File: src/rtl/slice_sequencer.sv
// ----------------------------------------------------------------------------
// slice_sequencer
//
// Purpose:
//   Cuts one measured item into slice_num_o equal pieces. It latches the item
//   length, divides it by the slice count using a bit-serial restoring divider,
//   and then alternates feeder (move) and cutter (cut) requests once per piece.
//   A pause flag holds off new requests but lets an outstanding one finish.
//
// Ports:
//   clk               system clock, rising edge
//   rst               synchronous active-high reset
//   start_i           start a job (honoured in IDLE only)
//   pause_i           toggle the paused flag (ignored in IDLE)
//   slice_i           increment slice count, MAX_SLICE wraps to 1 (IDLE only)
//   distance_i        item length in steps
//   distance_valid_i  qualifier for distance_i
//   move_req_o        feeder request level
//   move_steps_o      steps per piece, stable while move_req_o is high
//   move_done_i       feeder completion pulse
//   cut_req_o         cutter request level
//   cut_done_i        cutter completion pulse
//   slice_num_o       current slice count
//   busy_o            high outside IDLE
//   paused_o          paused flag
//   finish_o          one-cycle job completion pulse
//   err_o             piece length computed as zero; cleared by next start
//
// States:
//   IDLE      | waiting for start, slice count may be edited
//   WAIT_DIST | waiting for a qualified length measurement
//   DIVIDE    | one restoring-division quotient bit per cycle, DIST_W cycles
//   MOVE      | issue feeder request unless paused
//   MOVE_WAIT | feeder request outstanding
//   CUT       | issue cutter request unless paused
//   CUT_WAIT  | cutter request outstanding
//   DONE      | one-cycle finish pulse
// ----------------------------------------------------------------------------
module slice_sequencer #(
    parameter int DIST_W    = 17,
    parameter int MAX_SLICE = 16
) (
    input  logic              clk,
    input  logic              rst,
    input  logic              start_i,
    input  logic              pause_i,
    input  logic              slice_i,
    input  logic [DIST_W-1:0] distance_i,
    input  logic              distance_valid_i,
    output logic              move_req_o,
    output logic [DIST_W-1:0] move_steps_o,
    input  logic              move_done_i,
    output logic              cut_req_o,
    input  logic              cut_done_i,
    output logic [4:0]        slice_num_o,
    output logic              busy_o,
    output logic              paused_o,
    output logic              finish_o,
    output logic              err_o
);

    localparam int CNT_W = (DIST_W > 1) ? $clog2(DIST_W) : 1;

    typedef enum logic [2:0] {
        S_IDLE,
        S_WAIT_DIST,
        S_DIVIDE,
        S_MOVE,
        S_MOVE_WAIT,
        S_CUT,
        S_CUT_WAIT,
        S_DONE
    } state_t;

    state_t            state_q,    state_d;
    logic [4:0]        slice_q,    slice_d;
    logic [DIST_W-1:0] len_q,      len_d;
    logic [DIST_W-1:0] piece_q,    piece_d;
    logic [4:0]        remain_q,   remain_d;
    logic [4:0]        rem_q,      rem_d;
    logic [CNT_W-1:0]  cnt_q,      cnt_d;
    logic              move_req_q, move_req_d;
    logic              cut_req_q,  cut_req_d;
    logic              paused_q,   paused_d;
    logic              err_q,      err_d;

    // Restoring division step: the partial remainder is always below the
    // divisor (at most 31), so 5 bits hold it and the trial value needs 6.
    logic [5:0]        trial;
    logic [5:0]        divisor;
    logic [5:0]        diff;
    logic              q_bit;
    logic [4:0]        rem_next;
    logic [DIST_W-1:0] piece_shift;

    always_comb begin
        trial       = {rem_q, len_q[cnt_q]};
        divisor     = {1'b0, slice_q};
        diff        = trial - divisor;
        q_bit       = (trial >= divisor);
        rem_next    = q_bit ? diff[4:0] : trial[4:0];
        piece_shift = {piece_q[DIST_W-2:0], q_bit};
    end

    // A pause pulse arriving in the issue cycle already counts, so issue
    // decisions look at the flag as it will be after this edge.
    logic paused_eff;

    always_comb begin
        state_d    = state_q;
        slice_d    = slice_q;
        len_d      = len_q;
        piece_d    = piece_q;
        remain_d   = remain_q;
        rem_d      = rem_q;
        cnt_d      = cnt_q;
        move_req_d = move_req_q;
        cut_req_d  = cut_req_q;
        err_d      = err_q;
        paused_eff = paused_q ^ pause_i;
        paused_d   = paused_q;

        case (state_q)
            S_IDLE: begin
                if (start_i) begin
                    err_d   = 1'b0;
                    state_d = S_WAIT_DIST;
                end else if (slice_i) begin
                    slice_d = (slice_q == 5'(MAX_SLICE)) ? 5'd1 : slice_q + 5'd1;
                end
            end
            S_WAIT_DIST: begin
                if (distance_valid_i) begin
                    len_d   = distance_i;
                    rem_d   = '0;
                    piece_d = '0;
                    cnt_d   = CNT_W'(DIST_W - 1);
                    state_d = S_DIVIDE;
                end
            end
            S_DIVIDE: begin
                rem_d   = rem_next;
                piece_d = piece_shift;
                if (cnt_q == '0) begin
                    if (piece_shift == '0) begin
                        err_d   = 1'b1;
                        state_d = S_DONE;
                    end else begin
                        remain_d = slice_q;
                        state_d  = S_MOVE;
                    end
                end else begin
                    cnt_d = cnt_q - 1'b1;
                end
            end
            S_MOVE: begin
                if (!paused_eff) begin
                    move_req_d = 1'b1;
                    state_d    = S_MOVE_WAIT;
                end
            end
            S_MOVE_WAIT: begin
                if (move_done_i) begin
                    move_req_d = 1'b0;
                    state_d    = S_CUT;
                end
            end
            S_CUT: begin
                if (!paused_eff) begin
                    cut_req_d = 1'b1;
                    state_d   = S_CUT_WAIT;
                end
            end
            S_CUT_WAIT: begin
                if (cut_done_i) begin
                    cut_req_d = 1'b0;
                    remain_d  = remain_q - 5'd1;
                    state_d   = (remain_q == 5'd1) ? S_DONE : S_MOVE;
                end
            end
            S_DONE: begin
                state_d = S_IDLE;
            end
            default: begin
                state_d = S_IDLE;
            end
        endcase

        if (state_d == S_IDLE) begin
            paused_d = 1'b0;
        end else if (state_q != S_IDLE) begin
            paused_d = paused_eff;
        end
    end

    always_ff @(posedge clk) begin
        if (rst) begin
            state_q    <= S_IDLE;
            slice_q    <= 5'd1;
            len_q      <= '0;
            piece_q    <= '0;
            remain_q   <= '0;
            rem_q      <= '0;
            cnt_q      <= '0;
            move_req_q <= 1'b0;
            cut_req_q  <= 1'b0;
            paused_q   <= 1'b0;
            err_q      <= 1'b0;
        end else begin
            state_q    <= state_d;
            slice_q    <= slice_d;
            len_q      <= len_d;
            piece_q    <= piece_d;
            remain_q   <= remain_d;
            rem_q      <= rem_d;
            cnt_q      <= cnt_d;
            move_req_q <= move_req_d;
            cut_req_q  <= cut_req_d;
            paused_q   <= paused_d;
            err_q      <= err_d;
        end
    end

    assign move_req_o   = move_req_q;
    assign move_steps_o = piece_q;
    assign cut_req_o    = cut_req_q;
    assign slice_num_o  = slice_q;
    assign busy_o       = (state_q != S_IDLE);
    assign paused_o     = paused_q;
    assign finish_o     = (state_q == S_DONE);
    assign err_o        = err_q;

endmodule

File: config.mk
export PLATFORM = sky130hd
export DESIGN_NAME = slice_sequencer
export DESIGN_NICKNAME = d
export VERILOG_FILES = /design/src/rtl/slice_sequencer.sv
export SDC_FILE = /design/constraint.sdc
export NUM_CORES = 1
export LEC_CHECK = 0
export BUFFER_PORTS_ARGS = -buffer_cell sky130_fd_sc_hd__buf_2
export CAP_MARGIN = 10
export CORE_ASPECT_RATIO = 0.6
export CORE_UTILIZATION = 50
export DETAILED_ROUTE_END_ITERATION = 10
export PLACE_DENSITY_LB_ADDON = 0.05
export REMOVE_ABC_BUFFERS = 1
export SLEW_MARGIN = 20
export SYNTH_ARGS = -nofsm -noshare
export SYNTH_HDL_FRONTEND = slang
export SYNTH_SLANG_ARGS = --single-unit
File: constraint.sdc
create_clock -name clk -period 3 [get_ports clk]
set_input_delay 0.45 -clock clk [delete_from_list [all_inputs] [get_ports clk]]
set_output_delay 0.45 -clock clk [all_outputs]
set_load 0.01 [all_outputs]
==> impl_results.html, run 1 <==
<table>
<tr><th>Metric</th><th>Value</th></tr>
<tr><th colspan="2">Outcome</th></tr>
<tr><td>Status</td><td>finished clean</td></tr>
<tr><th colspan="2">Yosys</th></tr>
<tr><td>Leading post-synthesis cells by cell area</td><td>dfxtp_1, nand2_1, a21oi_1</td></tr>
<tr><td>Synth unique cells</td><td>between 50 and 60</td></tr>
<tr><td>Number of synthesized flops with an enable pin</td><td>0</td></tr>
<tr><td>Netlist area before placement</td><td>roughly 3000 um^2</td></tr>
<tr><td>Synthesis-stage register bit count</td><td>between 60 and 70</td></tr>
<tr><td>Number of warning messages in the yosys log</td><td>0</td></tr>
<tr><td>Area share of the leading cell type in the synthesized netlist</td><td>between 40% and 50%</td></tr>
<tr><td>Yosys top cell by area</td><td>dfxtp_1</td></tr>
<tr><td>Sequential fraction of the synthesis area</td><td>between 40% and 50%</td></tr>
<tr><td>Number of cells produced by synthesis</td><td>360</td></tr>
<tr><td>Average cell area after synthesis</td><td>about 8.4 um^2</td></tr>
<tr><td>Share of synthesized flip-flops with an asynchronous set or reset</td><td>0%</td></tr>
<tr><td>Most used flip-flop cell after synthesis</td><td>dfxtp_1</td></tr>
<tr><th colspan="2">Power and ir drop</th></tr>
<tr><td>Power per standard cell area</td><td>roughly 830 nW/um^2</td></tr>
<tr><td>Leak pwr</td><td>1.50 nW</td></tr>
<tr><td>Worst IR drop on VDD</td><td>0.422 mV</td></tr>
<tr><td>Total power after layout</td><td>roughly 3.1 mW</td></tr>
<tr><th colspan="2">Setup path</th></tr>
<tr><td>Startpoint type of the worst setup path</td><td>flop</td></tr>
<tr><td>Crit path DAT</td><td>about 3.2 ns</td></tr>
<tr><td>List of cells traversed by the critical path</td><td>mux2i_1 -&gt; a211o_1 -&gt; o31ai_4 -&gt; nor2_1 -&gt; ha_2 -&gt; fa_2 -&gt; nand2b_4 -&gt; o2bb2ai_4 -&gt; a31oi_1 -&gt; buf_4 -&gt; o21ai_4 -&gt; or3_1 -&gt; a21oi_1</td></tr>
<tr><td>Slowest library cell on the worst path</td><td>dfxtp_4</td></tr>
<tr><td>Largest stage delay on the critical path</td><td>0.37 ns</td></tr>
<tr><td>Largest fanout on the critical path</td><td>8</td></tr>
<tr><td>Worst setup EP type</td><td>flop</td></tr>
<tr><td>Start-to-end type of the worst setup path</td><td>reg2reg</td></tr>
<tr><td>Required time of the worst setup path</td><td>approximately 3.3 ns</td></tr>
<tr><th colspan="2">Floorplanning</th></tr>
<tr><td>Placement Rows</td><td>21</td></tr>
<tr><td>Overall die width</td><td>between 100 and 150 um</td></tr>
<tr><td>Initial cell density of the core</td><td>between 50% and 60%</td></tr>
<tr><td>Core area</td><td>between 5000 and 6000 um^2</td></tr>
<tr><td>Number of primary I/O pins</td><td>53</td></tr>
<tr><td>Die outline area</td><td>around 6400 um^2</td></tr>
<tr><td>Die outline height</td><td>62.3 um</td></tr>
<tr><th colspan="2">Detailed routing</th></tr>
<tr><td>DR DRC count</td><td>0</td></tr>
<tr><td>Vias post-DR</td><td>between 2000 and 3000</td></tr>
<tr><td>Vias per inst</td><td>5.41</td></tr>
<tr><td>Iteration-0 DRC Markers</td><td>approximately 180</td></tr>
<tr><td>Post-detailed-route wirelength per cell</td><td>between 10 and 15 um</td></tr>
<tr><td>Aggregate routed wire length</td><td>approximately 7500 um</td></tr>
<tr><td>Detailed Routing Iterations Pass 1</td><td>4</td></tr>
<tr><td>Routed Antenna Nets</td><td>0</td></tr>
<tr><th colspan="2">Clock tree</th></tr>
<tr><td>Hold-fix buffer count after cts</td><td>0</td></tr>
<tr><td>Clock slew at reported path FFs</td><td>approximately 0.070 ns</td></tr>
<tr><td>Root buffer cell</td><td>clkbuf_8</td></tr>
<tr><td>Maximum clock path buffer count</td><td>2</td></tr>
<tr><td>CTS tree</td><td>done</td></tr>
<tr><td>CTS H-Tree Depth</td><td>3</td></tr>
<tr><td>Number of buffers added by the clock tree synthesis step</td><td>9</td></tr>
<tr><td>Clock latency reported for the late side of the worst-skew pair</td><td>0.34 ns</td></tr>
<tr><td>Clock sink total</td><td>just over 60</td></tr>
<tr><th colspan="2">Finish</th></tr>
<tr><td>Fraction of layout instances using a drive strength above 1</td><td>between 20% and 30%</td></tr>
<tr><td>Layout overhead on the synthesized area</td><td>23.3%</td></tr>
<tr><td>Diode count</td><td>0</td></tr>
<tr><td>Sequential Area</td><td>about 1200 um^2</td></tr>
<tr><td>Nets</td><td>roughly 460</td></tr>
<tr><td>Area of the multi-input gates</td><td>roughly 1700 um^2</td></tr>
<tr><td>Number of fillers in the final layout</td><td>around 490</td></tr>
<tr><td>Post-layout utilization of the core</td><td>between 60% and 70%</td></tr>
<tr><th colspan="2">Global routing</th></tr>
<tr><td>First-pass GRT wire length</td><td>~12000 um</td></tr>
<tr><td>Via count of the first global-routing pass</td><td>2500</td></tr>
<tr><td>Antenna violations before repair</td><td>0</td></tr>
<tr><td>GR peak layer</td><td>met1</td></tr>
<tr><td>GR Util met2</td><td>33.0%</td></tr>
<tr><td>Met1 Use GR</td><td>between 30% and 40%</td></tr>
<tr><td>M3 GR Usage</td><td>7.32%</td></tr>
<tr><td>Largest net degree at the start of global routing</td><td>45</td></tr>
<tr><td>Total global-route track usage</td><td>24.6%</td></tr>
<tr><td>Global route overflow</td><td>0</td></tr>
<tr><th colspan="2">STA</th></tr>
<tr><td>Worst rel slew slack</td><td>about 43%</td></tr>
<tr><td>Fin worst setup slack</td><td>between 0.07 and 0.08 ns</td></tr>
<tr><td>Final Setup Violations</td><td>0</td></tr>
<tr><td>RSZ-0062 raised after global routing</td><td>true</td></tr>
<tr><td>Minimum period implied by the final worst setup slack</td><td>between 2 and 3 ns</td></tr>
<tr><td>Worst-Margin Slew</td><td>~0.86 ns</td></tr>
<tr><td>Upper clock frequency limit</td><td>between 300 and 400 MHz</td></tr>
<tr><td>Slew Viols, Final</td><td>0</td></tr>
<tr><td>Total count of hold-check failures in the final report</td><td>0</td></tr>
<tr><td>Layout Skew</td><td>a little under 0.007 ns</td></tr>
<tr><td>Post-route clock period utilization</td><td>97.7%</td></tr>
<tr><th colspan="2">Place</th></tr>
<tr><td>Count of input and output buffers</td><td>between 50 and 60</td></tr>
<tr><td>Detailed placement HPWL</td><td>5040 um</td></tr>
<tr><td>Worst-case setup slack after placement</td><td>-0.140 ns</td></tr>
<tr><td>Placer congestion estimate</td><td>between 0.8 and 0.9</td></tr>
<tr><th colspan="2">Flow run</th></tr>
<tr><td>Max-cap violation count</td><td>0</td></tr>
<tr><th colspan="2">Min path</th></tr>
<tr><td>Hold Crit Class</td><td>in2reg</td></tr>
</table>
-- metal layers --
metal | part of all wire, % | up-vias
met1 | 50 | 1263
met5 | 0 | -
met4 | 1.4 | 0
met2 | 42 | 83
met3 | 6.8 | 12
li1 | - | 1396
-- placed cells by master, fill, tap and decap left out, types with 5 or more instances in the layout --
master and n:
dfxtp_1 59, nand2_1 52, buf_2 52, nor2_1 42
a21oi_1 31, buf_4 19, a22oi_1 17, inv_1 15
ha_1 10, clkbuf_8 9, o21ai_0 8, xor2_1 8
nor3_1 7, mux2i_1 5, nand4_1 5, nand3_1 5
nor4_1 5, a21oi_2 5, xnor2_1 5
-- cell families (layout without fill, tap and decap cells) --
group / after synthesis / count (layout) / share of synthesized area [%]
AOI/OAI and AO/OA: 87 / 87 / 18.9
xor gates and xnor gates: 13 / 13 / 3.76
adders and majority gates: 12 / 12 / 5.21
buffers and inverters: 36 / 105 / 4.92
DFF: 61 / 61 / 40.4
muxes: 8 / 8 / 4.26
and+or+nand+nor: 143 / 143 / 22.6
-- synthesized netlist by cell type, types with 2 or more instances --
cell type and instances:
dfxtp_1 61, nand2_1 52, nor2_1 44, a21oi_1 33, a22oi_1 17, inv_1 15
clkbuf_1 11, ha_1 11, o21ai_0 8, xor2_1 8, nor3_1 7, buf_2 5
mux2i_1 5, nand2b_1 5, nand3_1 5, nand4_1 5, nor4_1 5, xnor2_1 5
a21oi_2 3, a31oi_1 3, and2_1 3, buf_1 3, mux4_1 3, o211ai_1 3
or3_1 3, a211o_1 2, a211oi_1 2, a22o_1 2, a41oi_1 2, and3_1 2
nand3b_1 2, nor3_2 2
-- power by group --
part	internal (mW)	leakage [nW]	switching, mW
clock	0.382	0.0923	0.327
combinational	0.636	0.913	0.718
sequential	0.907	0.496	0.110
total	1.92	1.50	1.16
-- metrics by stage --
stage	instance area (um^2)	cells	setup TNS (ns)	hold slack, ns
2_1_floorplan	2940	340	-3.78	0.425
3_3_place_gp	3430	490	0	0.443
3_5_place_dp	3430	490	-0.562	0.445
4_1_cts	3640	506	0	0.327
5_1_grt	3730	509	-0.384	0.327
6_report	3730	509	0	0.342
-- registers in the layout, indices dropped and copies added, names as in the netlist --
register	count
paused_o	1
rem_q	5
remain_q	5
state_q	3
cut_req_o	1
err_o	1
cnt_q	5
move_steps_o	17
slice_num_o	5
move_req_o	1
len_q	17
-- repair_timing --
action                                  4_1_cts  5_1_grt
pin swaps                                     2       10
buffers inserted                              0        3
gates resized for setup                       6       19
endpoints found under the setup margin       11        9
-- cell type report --
cell class	count	share of cell area, %
tap	80	2.68
timing repair buffer	73	11.4
clock buffer	10	3.42
clock inverter	6	1.71
inverter	16	1.61
multi-input combinational	263	46.2
sequential	61	32.9
-- worst paths after layout --
path                         startpoint                       end  slack (ns)  cells after the start
setup / recovery  cnt_q[2]$_SDFFE_PP0P_  remain_q[0]$_SDFFE_PP0P_        0.07                     13
hold reg to reg   len_q[7]$_SDFFE_PP0P_     len_q[7]$_SDFFE_PP0P_        0.46                      2
setup reg to reg  cnt_q[2]$_SDFFE_PP0P_  remain_q[0]$_SDFFE_PP0P_        0.07                     13
hold / removal            distance_i[4]     len_q[4]$_SDFFE_PP0P_        0.34                      3
-- critical path, delay by kind of cell, from the launching register on --
family	cells	cell delay [ns]
flip-flops	1	0.37
AND/OR/NAND/NOR	3	0.57
adder cells (fa/ha/maj)	2	0.56
multiplexers	1	0.12
AO/OA/AOI/OAI	6	1.07
buffers and inverters	1	0.17
No activity file was read; power rests on OpenSTA's default activity.
==> run 2: changes to the inputs <==
Settings changed: CORE_UTILIZATION 50 to 45.
==> impl_results.html, run 2 (synthesis results as in run 1) <==
<table>
<tr><th>Metric</th><th>Value</th></tr>
<tr><th colspan="2">STA</th></tr>
<tr><td>Final Setup Violations</td><td>0 (unchanged)</td></tr>
<tr><td>Worst-Margin Slew</td><td>0.873 ns (+0.0148 ns)</td></tr>
<tr><td>Worst rel slew slack</td><td>41.8% (-0.99 points)</td></tr>
<tr><td>Total count of hold-check failures in the final report</td><td>0 (unchanged)</td></tr>
<tr><td>Post-route clock period utilization</td><td>99.4% (+1.7 points)</td></tr>
<tr><td>Slew Viols, Final</td><td>0 (unchanged)</td></tr>
<tr><td>Upper clock frequency limit</td><td>335 MHz (-1.7%)</td></tr>
<tr><td>Minimum period implied by the final worst setup slack</td><td>2.98 ns (+0.0511 ns)</td></tr>
<tr><td>Layout Skew</td><td>0.00814 ns (+0.00123 ns)</td></tr>
<tr><td>RSZ-0062 raised after global routing</td><td>true</td></tr>
<tr><td>Accumulated negative setup slack</td><td>0 ns (unchanged)</td></tr>
<tr><th colspan="2">Power and ir drop</th></tr>
<tr><td>Leak pwr</td><td>1.51 nW (+0.69%)</td></tr>
<tr><td>Total power after layout</td><td>3.13 mW (+1.7%)</td></tr>
<tr><td>Power per standard cell area</td><td>836 nW/um^2 (+1.2%)</td></tr>
<tr><td>Worst IR drop on VDD</td><td>0.358 mV (-15%)</td></tr>
<tr><th colspan="2">Floorplanning</th></tr>
<tr><td>Die outline height</td><td>65.5 um (+5.2%)</td></tr>
<tr><td>Initial cell density of the core</td><td>48.0% (-5.1 points)</td></tr>
<tr><td>Core area</td><td>6300 um^2 (+11%)</td></tr>
<tr><td>Overall die width</td><td>108 um (+5.3%)</td></tr>
<tr><td>Die outline area</td><td>7070 um^2 (+11%)</td></tr>
<tr><td>Placement Rows</td><td>22 (+4.8%)</td></tr>
<tr><td>Number of primary I/O pins</td><td>53 (unchanged)</td></tr>
<tr><th colspan="2">Detailed routing</th></tr>
<tr><td>Vias per inst</td><td>5.49 (+1.5%)</td></tr>
<tr><td>Vias post-DR</td><td>2813 (+2.1%)</td></tr>
<tr><td>Post-detailed-route wirelength per cell</td><td>14.5 um (-0.93%)</td></tr>
<tr><td>Routed Antenna Nets</td><td>0 (unchanged)</td></tr>
<tr><td>Aggregate routed wire length</td><td>7430 um (-0.35%)</td></tr>
<tr><td>Length of routed wiring on met1</td><td>3850 um (+3.1%)</td></tr>
<tr><td>Met2 wire length</td><td>2960 um (-4.6%)</td></tr>
<tr><td>Top layer used by detailed routing</td><td>met4</td></tr>
<tr><td>Detailed Routing Iterations Pass 1</td><td>5 (+1)</td></tr>
<tr><td>Iteration-0 DRC Markers</td><td>207 (+17%)</td></tr>
<tr><td>Met3 layer wire length in the routed design</td><td>521 um (+2.2%)</td></tr>
<tr><td>DR DRC count</td><td>0 (unchanged)</td></tr>
<tr><th colspan="2">Setup path</th></tr>
<tr><td>R2r worst-path depth</td><td>13 (unchanged)</td></tr>
<tr><td>Worst setup EP type</td><td>flop</td></tr>
<tr><td>Largest delay contributor family on the critical path</td><td>compound AO/OA/AOI/OAI gates</td></tr>
<tr><td>Start-to-end type of the worst setup path</td><td>reg2reg</td></tr>
<tr><td>Buffers &amp; Inverters on Critical Path</td><td>1 (unchanged)</td></tr>
<tr><td>List of cells traversed by the critical path</td><td>mux2i_1 -&gt; a211o_1 -&gt; o31ai_2 -&gt; nor2_1 -&gt; ha_2 -&gt; fa_2 -&gt; nand2b_4 -&gt; o2bb2ai_2 -&gt; a31oi_1 -&gt; buf_4 -&gt; o21ai_4 -&gt; or3_4 -&gt; a21oi_2</td></tr>
<tr><td>Startpoint type of the worst setup path</td><td>flop</td></tr>
<tr><td>CP Depth</td><td>13 (unchanged)</td></tr>
<tr><td>Crit path DAT</td><td>3.26 ns (+0.07 ns)</td></tr>
<tr><td>Largest stage delay on the critical path</td><td>0.40 ns (+0.03 ns)</td></tr>
<tr><td>Required time of the worst setup path</td><td>3.28 ns (+0.02 ns)</td></tr>
<tr><td>Slowest library cell on the worst path</td><td>or3_4</td></tr>
<tr><td>Largest fanout on the critical path</td><td>7 (-1)</td></tr>
<tr><th colspan="2">Place</th></tr>
<tr><td>Placement Cell Area</td><td>3420 um^2 (-0.29%)</td></tr>
<tr><td>Count of input and output buffers</td><td>52 (unchanged)</td></tr>
<tr><td>Placer congestion estimate</td><td>0.851 (+2.1%)</td></tr>
<tr><td>Cells after DPL</td><td>492 (+0.41%)</td></tr>
<tr><td>Detailed placement HPWL</td><td>5050 um (+0.12%)</td></tr>
<tr><th colspan="2">Finish</th></tr>
<tr><td>Final Instance Count excl. Fillers</td><td>512 (+0.59%)</td></tr>
<tr><td>Fraction of layout instances using a drive strength above 1</td><td>27.3% (+0.76 points)</td></tr>
<tr><td>Most common library cell in the layout ignoring fill and taps</td><td>dfxtp_1</td></tr>
<tr><td>Diode count</td><td>0 (unchanged)</td></tr>
<tr><td>Most frequent cells in the layout</td><td>dfxtp_1, nand2_1, buf_2, nor2_1, a21oi_1</td></tr>
<tr><td>Layout overhead on the synthesized area</td><td>23.9%</td></tr>
<tr><td>Number of fillers in the final layout</td><td>587 (+20%)</td></tr>
<tr><td>Post-layout utilization of the core</td><td>59.5% (-5.9 points)</td></tr>
<tr><td>Nets</td><td>460 (-0.22%)</td></tr>
<tr><td>Finished layout cell area</td><td>3750 um^2 (+0.50%)</td></tr>
<tr><th colspan="2">Outcome</th></tr>
<tr><td>Status</td><td>finished clean</td></tr>
<tr><th colspan="2">Flow run</th></tr>
<tr><td>Max-cap violation count</td><td>0 (unchanged)</td></tr>
<tr><th colspan="2">Clock tree</th></tr>
<tr><td>Number of buffers added by the clock tree synthesis step</td><td>9 (unchanged)</td></tr>
<tr><td>Clock slew at reported path FFs</td><td>0.07 ns (about the same)</td></tr>
<tr><td>CTS H-Tree Depth</td><td>3 (unchanged)</td></tr>
<tr><td>CTS tree</td><td>done</td></tr>
<tr><td>Clock sink total</td><td>61 (unchanged)</td></tr>
<tr><td>Clock latency reported for the late side of the worst-skew pair</td><td>0.35 ns (about the same)</td></tr>
<tr><td>Maximum clock path buffer count</td><td>2 (unchanged)</td></tr>
<tr><td>Root buffer cell</td><td>clkbuf_8</td></tr>
<tr><th colspan="2">Global routing</th></tr>
<tr><td>Via count of the first global-routing pass</td><td>2417 (-3.3%)</td></tr>
<tr><td>First-pass GRT wire length</td><td>12100 um (+0.52%)</td></tr>
<tr><td>Total global-route track usage</td><td>22.8% (-1.9 points)</td></tr>
<tr><td>Global route overflow</td><td>0 (unchanged)</td></tr>
<tr><td>Antenna violations before repair</td><td>0 (unchanged)</td></tr>
<tr><td>Largest net degree at the start of global routing</td><td>45 (unchanged)</td></tr>
<tr><th colspan="2">Min path</th></tr>
<tr><td>Hold Crit Class</td><td>in2reg</td></tr>
<tr><td>Hold path depth</td><td>3 (unchanged)</td></tr>
</table>
run 2: changes by cell type in the layout (fill, tap and decap cells not counted), moves of 2 or more:
cell,delta
o21ai_0,-2
clkinv_2,-2
o21ai_2,+2
inv_6,+2
run 2: path summary, 6_finish.rpt:
kind	start	to	slack, ns
min	distance_i[7]	len_q[7]$_SDFFE_PP0P_	0.33
max reg2reg	cnt_q[2]$_SDFFE_PP0P_	remain_q[0]$_SDFFE_PP0P_	0.02
min reg2reg	len_q[0]$_SDFFE_PP0P_	len_q[0]$_SDFFE_PP0P_	0.46
max	cnt_q[2]$_SDFFE_PP0P_	remain_q[0]$_SDFFE_PP0P_	0.02
run 2: layout make-up:
cell class | instances | area [um^2] | area share, %
flip-flops and latches | 61 | 1230 | 32.8
repair buffers | 72 | 414 | 11.0
clock buffers | 10 | 138 | 3.67
inverters | 16 | 60.1 | 1.60
multi-input cells | 263 | 1710 | 45.6
clock inverters | 6 | 93.8 | 2.50
well taps | 84 | 105 | 2.80
run 2: what timing repair did:
| action | CTS | global route |
|---|---|---|
| setup endpoints to repair | 7 | 12 |
| hold buffers | 0 | 0 |
| setup buffers | 0 | 4 |
| resized for setup | 5 | 21 |
| pin swaps | 1 | 9 |
run 2: worst reg2reg max path, cell delays in order, from the launching register on:
cell and delay, ns:
dfxtp_4 0.36, mux2i_1 0.12, a211o_1 0.28, o31ai_2 0.30, nor2_1 0.10, ha_2 0.19, fa_2 0.33, nand2b_4 0.14
o2bb2ai_2 0.12, a31oi_1 0.16, buf_4 0.19, o21ai_4 0.10, or3_4 0.40, a21oi_2 0.12
run 2: metal layers:
metal	vias up	track usage (%)
li1	1399	-
met2	96	30.8
met5	-	0
met4	0	7.71
met3	10	6.75
met1	1308	33.8
run 2: where the power goes:
group / internal [mW] / switching, mW
Clock: 0.497 / 0.357
Sequential: 0.907 / 0.110
Combinational: 0.582 / 0.680
run 2: per-stage QoR:
stage / hold WS [ns] / setup slack, ns
after floorplan: 0.425 / -0.501
after global placement: 0.444 / 0.00686
after detailed placement: 0.449 / -0.127
after CTS: 0.324 / 0.0157
after global routing: 0.316 / -0.124
final: 0.328 / 0.0191
==> run 3: changes to the inputs <==
Settings changed: PLACE_DENSITY from default to 0.69, PLACE_DENSITY_LB_ADDON 0.05 to default, SETUP_SLACK_MARGIN from default to 0.05.
==> impl_results.html, run 3 (synthesis results as in run 1) <==
<table>
<tr><th>Metric</th><th>Value</th></tr>
<tr><th colspan="2">Finish</th></tr>
<tr><td>Post-layout utilization of the core</td><td>58.6% (-0.93 points)</td></tr>
<tr><td>Fraction of layout instances using a drive strength above 1</td><td>24.8% (-2.5 points)</td></tr>
<tr><td>Diode count</td><td>0 (unchanged)</td></tr>
<tr><td>Nets</td><td>459 (-0.22%)</td></tr>
<tr><td>Layout overhead on the synthesized area</td><td>22.0%</td></tr>
<tr><td>Most frequent cells in the layout</td><td>dfxtp_1, nand2_1, buf_2, nor2_1, a21oi_1</td></tr>
<tr><td>Most common library cell in the layout ignoring fill and taps</td><td>dfxtp_1</td></tr>
<tr><td>Finished layout cell area</td><td>3690 um^2 (-1.6%)</td></tr>
<tr><th colspan="2">Place</th></tr>
<tr><td>Detailed placement HPWL</td><td>5080 um (+0.62%)</td></tr>
<tr><td>Placer congestion estimate</td><td>0.895 (+5.2%)</td></tr>
<tr><td>Worst-case setup slack after placement</td><td>-0.140 ns (-0.0133 ns)</td></tr>
<tr><td>Count of input and output buffers</td><td>52 (unchanged)</td></tr>
<tr><td>Placement Cell Area</td><td>3410 um^2 (-0.22%)</td></tr>
<tr><th colspan="2">Setup path</th></tr>
<tr><td>Worst setup EP type</td><td>flop</td></tr>
<tr><td>Critical Path Start</td><td>cnt_q[1]$_SDFFE_PP0P_</td></tr>
<tr><td>Largest fanout on the critical path</td><td>5 (-2)</td></tr>
<tr><td>Startpoint type of the worst setup path</td><td>flop</td></tr>
<tr><td>Startpoint of the lowest-slack register-to-register path</td><td>cnt_q[1]$_SDFFE_PP0P_</td></tr>
<tr><td>Crit path DAT</td><td>3.13 ns (-0.13 ns)</td></tr>
<tr><td>Critical R2R Capture</td><td>paused_o$_SDFFE_PP0N_</td></tr>
<tr><td>Required time of the worst setup path</td><td>3.26 ns (-0.02 ns)</td></tr>
<tr><td>R2r worst-path depth</td><td>13 (unchanged)</td></tr>
<tr><td>Worst reg2reg setup slack</td><td>0.12 ns (+0.11 ns)</td></tr>
<tr><td>Critical path capture point</td><td>paused_o$_SDFFE_PP0N_</td></tr>
<tr><td>Start-to-end type of the worst setup path</td><td>reg2reg</td></tr>
<tr><th colspan="2">Floorplanning</th></tr>
<tr><td>Die outline height</td><td>65.5 um (unchanged)</td></tr>
<tr><td>Initial cell density of the core</td><td>48.0% (unchanged)</td></tr>
<tr><td>Overall die width</td><td>108 um (unchanged)</td></tr>
<tr><td>Core area</td><td>6300 um^2 (unchanged)</td></tr>
<tr><td>Placement Rows</td><td>22 (unchanged)</td></tr>
<tr><td>Number of primary I/O pins</td><td>53 (unchanged)</td></tr>
<tr><td>Die outline area</td><td>7070 um^2 (unchanged)</td></tr>
<tr><th colspan="2">Clock tree</th></tr>
<tr><td>Clock latency reported for the late side of the worst-skew pair</td><td>0.34 ns (about the same)</td></tr>
<tr><td>Root buffer cell</td><td>clkbuf_8</td></tr>
<tr><td>Clock slew at reported path FFs</td><td>0.07 ns (about the same)</td></tr>
<tr><td>CTS tree</td><td>done</td></tr>
<tr><td>CTS H-Tree Depth</td><td>3 (unchanged)</td></tr>
<tr><td>Clock sink total</td><td>61 (unchanged)</td></tr>
<tr><td>Number of buffers added by the clock tree synthesis step</td><td>9 (unchanged)</td></tr>
<tr><td>Maximum clock path buffer count</td><td>2 (unchanged)</td></tr>
<tr><td>Hold-fix buffer count after cts</td><td>0 (unchanged)</td></tr>
<tr><th colspan="2">Power and ir drop</th></tr>
<tr><td>Leak pwr</td><td>1.50 nW (-0.52%)</td></tr>
<tr><td>P_int</td><td>1.84 mW (-7.5%)</td></tr>
<tr><td>Worst IR drop on VDD</td><td>0.373 mV (+4.3%)</td></tr>
<tr><td>Switching share of power</td><td>38.6% (+2.0 points)</td></tr>
<tr><td>Sw Pwr</td><td>1.16 mW (+0.90%)</td></tr>
<tr><td>Share of total power in combinational logic</td><td>44.6% (+4.3 points)</td></tr>
<tr><td>Clock power share</td><td>21.4% (-5.9 points)</td></tr>
<tr><td>Proportion of power drawn by flip-flops and latches</td><td>33.9% (+1.5 points)</td></tr>
<tr><td>Power per standard cell area</td><td>811 nW/um^2 (-2.9%)</td></tr>
<tr><th colspan="2">STA</th></tr>
<tr><td>Worst rel slew slack</td><td>49.6% (+7.8 points)</td></tr>
<tr><td>Slew Viols, Final</td><td>0 (unchanged)</td></tr>
<tr><td>Worst hold margin</td><td>0.339 ns (+0.0117 ns)</td></tr>
<tr><td>Layout Skew</td><td>0.0107 ns (+0.00261 ns)</td></tr>
<tr><td>Total count of hold-check failures in the final report</td><td>0 (unchanged)</td></tr>
<tr><td>Worst-Margin Slew</td><td>0.754 ns (-0.120 ns)</td></tr>
<tr><td>Fin worst setup slack</td><td>0.124 ns (+0.105 ns)</td></tr>
<tr><td>RSZ-0062 raised after global routing</td><td>true</td></tr>
<tr><td>Post-route clock period utilization</td><td>95.9% (-3.5 points)</td></tr>
<tr><td>Upper clock frequency limit</td><td>348 MHz (+3.7%)</td></tr>
<tr><td>Minimum period implied by the final worst setup slack</td><td>2.88 ns (-0.105 ns)</td></tr>
<tr><td>Final Setup Violations</td><td>0 (unchanged)</td></tr>
<tr><th colspan="2">Detailed routing</th></tr>
<tr><td>Vias post-DR</td><td>2822 (+0.32%)</td></tr>
<tr><td>DR DRC count</td><td>0 (unchanged)</td></tr>
<tr><td>Post-detailed-route wirelength per cell</td><td>14.9 um (+2.6%)</td></tr>
<tr><td>Aggregate routed wire length</td><td>7610 um (+2.4%)</td></tr>
<tr><td>Detailed Routing Iterations Pass 1</td><td>4 (-1)</td></tr>
<tr><td>Iteration-0 DRC Markers</td><td>187 (-9.7%)</td></tr>
<tr><td>Vias per inst</td><td>5.52 (+0.52%)</td></tr>
<tr><td>Routed Antenna Nets</td><td>0 (unchanged)</td></tr>
<tr><th colspan="2">Global routing</th></tr>
<tr><td>Via count of the first global-routing pass</td><td>2522 (+4.3%)</td></tr>
<tr><td>Total global-route track usage</td><td>23.1% (+0.27 points)</td></tr>
<tr><td>Largest net degree at the start of global routing</td><td>31 (-31%)</td></tr>
<tr><td>First-pass GRT wire length</td><td>12300 um (+2.1%)</td></tr>
<tr><td>Antenna violations before repair</td><td>0 (unchanged)</td></tr>
<tr><td>Global route overflow</td><td>0 (unchanged)</td></tr>
<tr><th colspan="2">Outcome</th></tr>
<tr><td>Status</td><td>finished clean</td></tr>
<tr><th colspan="2">Min path</th></tr>
<tr><td>Hold Crit Class</td><td>in2reg</td></tr>
<tr><th colspan="2">Flow run</th></tr>
<tr><td>Max-cap violation count</td><td>0 (unchanged)</td></tr>
</table>
[run 3: stage by stage]
stage	total power [mW]	TNS, ns	instances
6_report	2.99	0	511
5_1_grt	3.18	-0.00492	511
4_1_cts	2.86	0	508
3_5_place_dp	2.16	-0.781	491
3_3_place_gp	2.13	0	491
2_1_floorplan	1.75	-3.78	340
[run 3: power by group through the flow]
stage | sequential (mW) | combinational, mW | clock [mW]
floorplan | 1.04 | 0.708 | 0
global placement | 1.02 | 1.11 | 0
detailed placement | 1.02 | 1.13 | 0
CTS | 1.01 | 1.19 | 0.652
global route | 1.03 | 1.47 | 0.685
finish | 1.02 | 1.34 | 0.642
[run 3: routing by layer]
metal	vias up	wire length, um	GRT usage [%]
li1	1393	-	-
met1	1310	3920	34.6
met4	0	48	7.36
met2	111	3060	31.4
met5	-	0	0
met3	8	586	6.05
[run 3: worst max-delay path, stage by stage, from the launching register on]
cell and delay, ns:
dfxtp_4 0.38, mux4_1 0.56, mux2i_1 0.18, nor3b_2 0.08, nor2_1 0.12, ha_2 0.20, fa_2 0.21, nand2b_4 0.12
o2bb2ai_2 0.11, a31oi_1 0.09, buf_4 0.17, nor2_1 0.16, a31oi_1 0.13, a311oi_1 0.28
[run 3: timing repair]
item | 4_1_cts | 5_1_grt
endpoints found under the hold margin | 0 | 0
pin swaps | 1 | 6
endpoints found under the setup margin | 12 | 13
buffers inserted | 1 | 3
cloned | 0 | 0
resized for setup | 8 | 12
[run 3: area by class of cell]
class | instances | area (um^2)
Inverter | 16 | 60.1
Fill cell | 611 | 2610
Timing Repair Buffer | 71 | 410
Multi-Input combinational cell | 263 | 1720
Clock inverter | 4 | 23.8
Clock buffer | 12 | 145
Tap cell | 84 | 105
Sequential cell | 61 | 1230
[run 3: worst min-delay path by stage]
stage                                   to              startpoint  depth (start not counted)  slack [ns]
floorplan           len_q[10]$_SDFFE_PP0P_  len_q[10]$_SDFFE_PP0P_                          2        0.43
global placement     len_q[8]$_SDFFE_PP0P_   len_q[8]$_SDFFE_PP0P_                          2        0.44
detailed placement  len_q[12]$_SDFFE_PP0P_  len_q[12]$_SDFFE_PP0P_                          2        0.44
CTS                  len_q[1]$_SDFFE_PP0P_           distance_i[1]                          3        0.33
global route        len_q[12]$_SDFFE_PP0P_          distance_i[12]                          3        0.34
finish               len_q[1]$_SDFFE_PP0P_           distance_i[1]                          3        0.34
